### config.mk
export PLATFORM = sky130hd
export DESIGN_NAME = dmem_sync_clr
export DESIGN_NICKNAME = d
export VERILOG_FILES = /design/src/rtl/dmem_pkg.sv /design/src/rtl/dmem_array.sv /design/src/rtl/dmem_sync_clr.sv
export SDC_FILE = /design/constraint.sdc
export NUM_CORES = 2
export LEC_CHECK = 0
export ABC_AREA = 1
export CORE_MARGIN = 2
export CORE_UTILIZATION = 25
export CTS_BUF_LIST = sky130_fd_sc_hd__clkbuf_16
export DETAILED_ROUTE_END_ITERATION = 16
export GPL_ROUTABILITY_DRIVEN = 0
export MAX_ROUTING_LAYER = met4
export SLEW_MARGIN = 10
export SYNTH_ARGS = -nofsm -noshare
export SYNTH_HDL_FRONTEND = slang
export SYNTH_SLANG_ARGS = --single-unit
### constraint.sdc
create_clock -name clk -period 17.98 [get_ports clk]
set_input_delay 5.394 -clock clk [delete_from_list [all_inputs] [get_ports clk]]
set_output_delay 5.394 -clock clk [all_outputs]
set_load 0.02 [all_outputs]
### src/rtl/dmem_pkg.sv
// rtl/dmem_pkg.sv - shared types and helpers for the dmem_sync_clr data memory
package dmem_pkg;

  // Controller states: normal access service, or the clear engine owning the array
  typedef enum logic {
    IDLE  = 1'b0,
    CLEAR = 1'b1
  } state_t;

  // Read-during-write behaviour of the array primitive
  localparam int RDW_OLD = 0;
  localparam int RDW_NEW = 1;

  // Number of byte lanes in a data word
  function automatic int lane_count(input int dw);
    return dw / 8;
  endfunction

endpackage

### src/rtl/dmem_array.sv
// rtl/dmem_array.sv - single-port synchronous RAM with byte-lane write enables
module dmem_array
  import dmem_pkg::*;
#(
  parameter int DW       = 8,
  parameter int AW       = 8,
  parameter int RDW_MODE = RDW_OLD
) (
  input  logic            clk,
  input  logic [DW/8-1:0] we,
  input  logic            re,
  input  logic [AW-1:0]   addr,
  input  logic [DW-1:0]   wdata,
  output logic [DW-1:0]   rdata
);

  localparam int NB = lane_count(DW);

  logic [DW-1:0] mem [2**AW];

  // Byte-lane writes; lanes with a clear enable keep their old contents
  always_ff @(posedge clk) begin
    for (int i = 0; i < NB; i++) begin
      if (we[i]) begin
        mem[addr][i*8 +: 8] <= wdata[i*8 +: 8];
      end
    end
  end

  // Registered read port; it only updates on a read, so the last result is held
  always_ff @(posedge clk) begin
    if (re) begin
      for (int i = 0; i < NB; i++) begin
        if (RDW_MODE == RDW_NEW && we[i]) begin
          rdata[i*8 +: 8] <= wdata[i*8 +: 8];
        end else begin
          rdata[i*8 +: 8] <= mem[addr][i*8 +: 8];
        end
      end
    end
  end

endmodule

### src/rtl/dmem_sync_clr.sv
// rtl/dmem_sync_clr.sv - parametrised data memory with access handshake and clear engine
module dmem_sync_clr
  import dmem_pkg::*;
#(
  parameter int            DW             = 8,
  parameter int            AW             = 8,
  parameter logic [DW-1:0] INIT_VAL       = '0,
  parameter bit            CLEAR_ON_RESET = 1'b1,
  parameter int            RDW_MODE       = RDW_OLD
) (
  input  logic            clk,
  input  logic            rst_n,
  input  logic            req,
  input  logic            we,
  input  logic [DW/8-1:0] be,
  input  logic [AW-1:0]   addr,
  input  logic [DW-1:0]   wdata,
  output logic            ready,
  output logic [DW-1:0]   rdata,
  output logic            rvalid,
  input  logic            clr_req,
  output logic            busy,
  output logic            clr_done
);

  if (DW % 8 != 0) begin : g_dw_check
    $error("dmem_sync_clr: DW must be a multiple of 8");
  end

  localparam int            NB       = lane_count(DW);
  localparam logic [AW-1:0] CNT_LAST = '1;

  state_t          state_q, state_d;
  logic [AW-1:0]   cnt_q, cnt_d;
  logic            rvalid_q;
  logic [DW-1:0]   hold_q;

  logic            acc_rd, acc_wr;
  logic [NB-1:0]   arr_we;
  logic            arr_re;
  logic [AW-1:0]   arr_addr;
  logic [DW-1:0]   arr_wdata;
  logic [DW-1:0]   arr_rdata;

  assign ready    = (state_q == IDLE);
  assign busy     = (state_q == CLEAR);
  assign clr_done = (state_q == CLEAR) && (cnt_q == CNT_LAST);

  assign acc_rd = req && ready && !we;
  assign acc_wr = req && ready && we;

  // State, clear counter and read-valid registers; reset aborts any clear in progress
  always_ff @(posedge clk or negedge rst_n) begin
    if (!rst_n) begin
      state_q  <= CLEAR_ON_RESET ? CLEAR : IDLE;
      cnt_q    <= '0;
      rvalid_q <= 1'b0;
    end else begin
      state_q  <= state_d;
      cnt_q    <= cnt_d;
      rvalid_q <= acc_rd;
    end
  end

  // Next-state logic: clr_req is only honoured from IDLE, so it cannot restart a clear
  always_comb begin
    state_d = state_q;
    cnt_d   = cnt_q;
    case (state_q)
      IDLE: begin
        cnt_d = '0;
        if (clr_req) begin
          state_d = CLEAR;
        end
      end
      CLEAR: begin
        cnt_d = cnt_q + 1'b1;
        if (cnt_q == CNT_LAST) begin
          state_d = IDLE;
        end
      end
      default: begin
        state_d = IDLE;
        cnt_d   = '0;
      end
    endcase
  end

  // Array port mux: the clear engine owns the port while busy, else the accepted access
  always_comb begin
    arr_we    = '0;
    arr_re    = 1'b0;
    arr_addr  = addr;
    arr_wdata = wdata;
    if (state_q == CLEAR) begin
      arr_we    = '1;
      arr_addr  = cnt_q;
      arr_wdata = INIT_VAL;
    end else if (acc_wr) begin
      arr_we = be;
    end else if (acc_rd) begin
      arr_re = 1'b1;
    end
  end

  // Resettable copy of the last read result so rdata is defined from reset onward
  always_ff @(posedge clk or negedge rst_n) begin
    if (!rst_n) begin
      hold_q <= '0;
    end else if (rvalid_q) begin
      hold_q <= arr_rdata;
    end
  end

  assign rvalid = rvalid_q;
  assign rdata  = rvalid_q ? arr_rdata : hold_q;

  dmem_array #(
    .DW       (DW),
    .AW       (AW),
    .RDW_MODE (RDW_MODE)
  ) u_array (
    .clk   (clk),
    .we    (arr_we),
    .re    (arr_re),
    .addr  (arr_addr),
    .wdata (arr_wdata),
    .rdata (arr_rdata)
  );

endmodule

==> summary.txt <==
Placed design
  • DP Wirelength: 132,000 um
  • Placement Cell Area: 91,800 um^2
  • Cells after DPL: 12,600
  • I/O Buffers: 33

Worst setup path
  • Critical path's slowest cell: buf_4
  • Worst-path cell chain: clkdlybuf4s50_1 -> inv_1 -> o21ai_4 -> buf_4 -> buf_4 -> buf_4 -> buf_4 -> buf_4 -> nand2_1 -> nand2_1 -> nand2_1 -> nand2_1 -> o21ai_1 -> nand2_1 -> nor2_1 -> nor2_1 -> nor2_1 -> nand2_1
  • CP Data Required Time: 18.70 ns
  • Slowest stage delay, CP: 0.74 ns
  • CP Launch Type: input port
  • Worst path arrival time: 10.96 ns
  • Worst path top cell family by delay: buffers and inverters
  • Most common cell on crit path: nand2_1
  • Crit-path max FO: 67
  • CP Capture Type: flip-flop
  • WS Path Type: in2reg
  • CP Buf/Inv Count: 7

Clocking
  • Setup Fix Bufs, Post-CTS: 0
  • CTS Hold Bufs: 0
  • CTS max path bufs: 3
  • Clock-pin slew on the worst setup and hold paths: 0.06 ns
  • Cts repair resizes: 0
  • Cts bufs inserted: 213
  • CTS sink count: 2,074
  • Clock H-tree levels: 4
  • Clk root buf: clkbuf_16
  • CTS tree: yes
  • Clk_lat worst skew: 0.86 ns

Timing
  • Final Hold Viols: 0
  • Pins Over Slew Limit: 0
  • Final worst path period need: 10.24 ns
  • Slew HR: 22.1%
  • Clock skew: 0.0248 ns
  • RSZ-0062 raised after global routing: no
  • Fmax: 0.0976 GHz
  • Period utilization: 57.0%
  • Final setup vio count: 0
  • Worst Tran Pin Value: 1.17 ns
  • Total Neg Setup Slack: 0 ns

Run status
  • Status: finished clean

Routing
  • Residual DRC: 0
  • Detail Route Antenna Nets: 0
  • WL final: 241,000 um
  • Pre-antenna DRT Iters: 6
  • Vias per cell: 4.44
  • Drt wl/cell: 18.6 um
  • Vias: 57,600
  • Initial drt markers: 6,132

Logic synthesis
  • Yosys top cell area share: 71.2%
  • Post-Synthesis Cells: 8,328
  • Yosys Warn Count: 0
  • Ranking of synthesized cells by area: edfxtp_1 (71%), nand2_1 (21%), nand3_1 (2.2%)
  • Synth unique cells: 27
  • Synth Cell Area: 86,700 um^2
  • Post-synthesis sequential area ratio: 71.7%
  • Avg Inst Size Synth: 10.4 um^2
  • Post-Syn Nets: 8,351
  • Seq cells post-synth: 2,074
  • Synth area leader: edfxtp_1

Pwr
  • Switching power share of the total: 35.6%
  • Maximum vdd drop: 118 uV
  • NetSw: 4720 uW
  • Comb pwr share: 27.4%
  • Leak: 0.0389 uW
  • Flop pwr share: 40.8%
  • Pwr dens: 134 nW/um^2
  • Clk network pwr share: 31.8%
  • Internal: 8520 uW

Min path
  • Hold Path Class: reg2reg

Global routing
  • Vias in the first global route: 54,300
  • Tot GR Track Use: 13.8%
  • First-pass GRT wire length: 358,000 um
  • Largest net degree at the start of global routing: 193
  • Initial antenna violation count: 4
  • Grt ovf: 0

Floorplan
  • Initial core utilization: 25.1%
  • Core Region: 346,000 um^2
  • DIE AREA: 352,000 um^2
  • Boundary pin count: 34
  • Num rows: 216
  • Die X: 593 um
  • Die Y: 593 um

Final layout
  • Core Util, Final: 28.5%
  • Area Overhead vs Synth: 13.5%
  • Final Cell Area: 98,400 um^2
  • Nets: 8,237
  • FILL cells: 35,400
  • Fin cells: 13,000
  • Share of post-route cells with drive strength above 1: 4.93%

Flow run
  • Max Cap Viol: 0
[layer usage]
metal	track usage, %	wire length, um
met1	18.2	103000
met4	4.55	7900
met3	2.37	18600
met2	21.5	112000
met5	-	0
[registers in the layout, indices dropped and copies added, names as in the netlist]
signal,flops
hold_q,8
u_array.rdata,8
cnt_q,8
rvalid,1
busy,1
u_array.mem,2048
[placed cells by master (no fill, tap or decap), drive strengths merged]
cell type      synthesis  routed
a21oi                  4       4
clkbuf               232     214
a21boi                 1       1
mux2                   8       8
nand2               4859    4859
dfrtp                 17      17
xnor2                  1       1
dfstp                  1       1
nor2                 368     368
buf                  224      95
bufinv                 0      11
clkdlybuf4s50          0      32
clkinv                 0     106
edfxtp              2056    2056
clkinvlp               0       4
inv                   29      88
o21ai                138     138
ha                     1       1
nand3                375     375
diode                  0       2
or2                    2       2
nand4                 12      12
[stage by stage]
stage | hold WS, ns | worst slack, ns | power [uW]
global route | 0.511 | 7.52 | 13800
CTS | 0.502 | 7.94 | 13300
floorplan | 0.468 | 5.20 | 7790
finish | 0.498 | 7.74 | 13200
global placement | 0.482 | 7.03 | 9110
detailed placement | 0.489 | 7.06 | 9110
[power groups by stage]
stage	clock network [uW]	logic [uW]	registers, uW
6_report	4200	3630	5400
5_1_grt	4440	3980	5410
4_1_cts	4250	3610	5400
3_5_place_dp	0	3600	5510
3_3_place_gp	0	3600	5500
2_1_floorplan	0	2280	5500
[synthesized netlist by cell type (all sizes together)]
master and n:
nand2 4859, edfxtp 2056, nand3 375, nor2 368
clkbuf 232, buf 224, o21ai 138, inv 29
dfrtp 17, nand4 12, mux2 8, a21oi 4
or2 2, a21boi 1, dfstp 1, ha 1
xnor2 1
[final cells by class]
class                   instances  area, um^2  area share, %
flip-flops and latches       2074       62200           63.2
multi-input cells            5769       22600           23.0
well taps                    4578        5730           5.82
clock buffers                 214        5360           5.44
clock inverters               180        1210           1.23
repair buffers                127        1190           1.21
inverters                      29         116          0.118
diodes                          2        5.00        0.00509
[worst paths after layout]
path,slack [ns],cells after the start,endpoint,startpoint
hold reg to reg,0.50,1,hold_q[2],hold_q[2]
setup reg to reg,11.74,18,u_array.rdata[0],busy
min in group asynchronous,4.60,1,hold_q[7],rst_n
hold / removal,0.50,1,hold_q[2],hold_q[2]
setup / recovery,7.74,18,u_array.rdata[0],addr[1]
max in group asynchronous,12.85,1,rvalid,rst_n
[kinds of logic after synthesis]
logic type	synth area share [%]
flops	71.7
compound gates	0.833
simple gates	24.9
xor+xnor	0.0101
buf+inv	2.39
fa+ha+maj	0.0144
mux	0.104
Power figures use the tool's default switching activity.
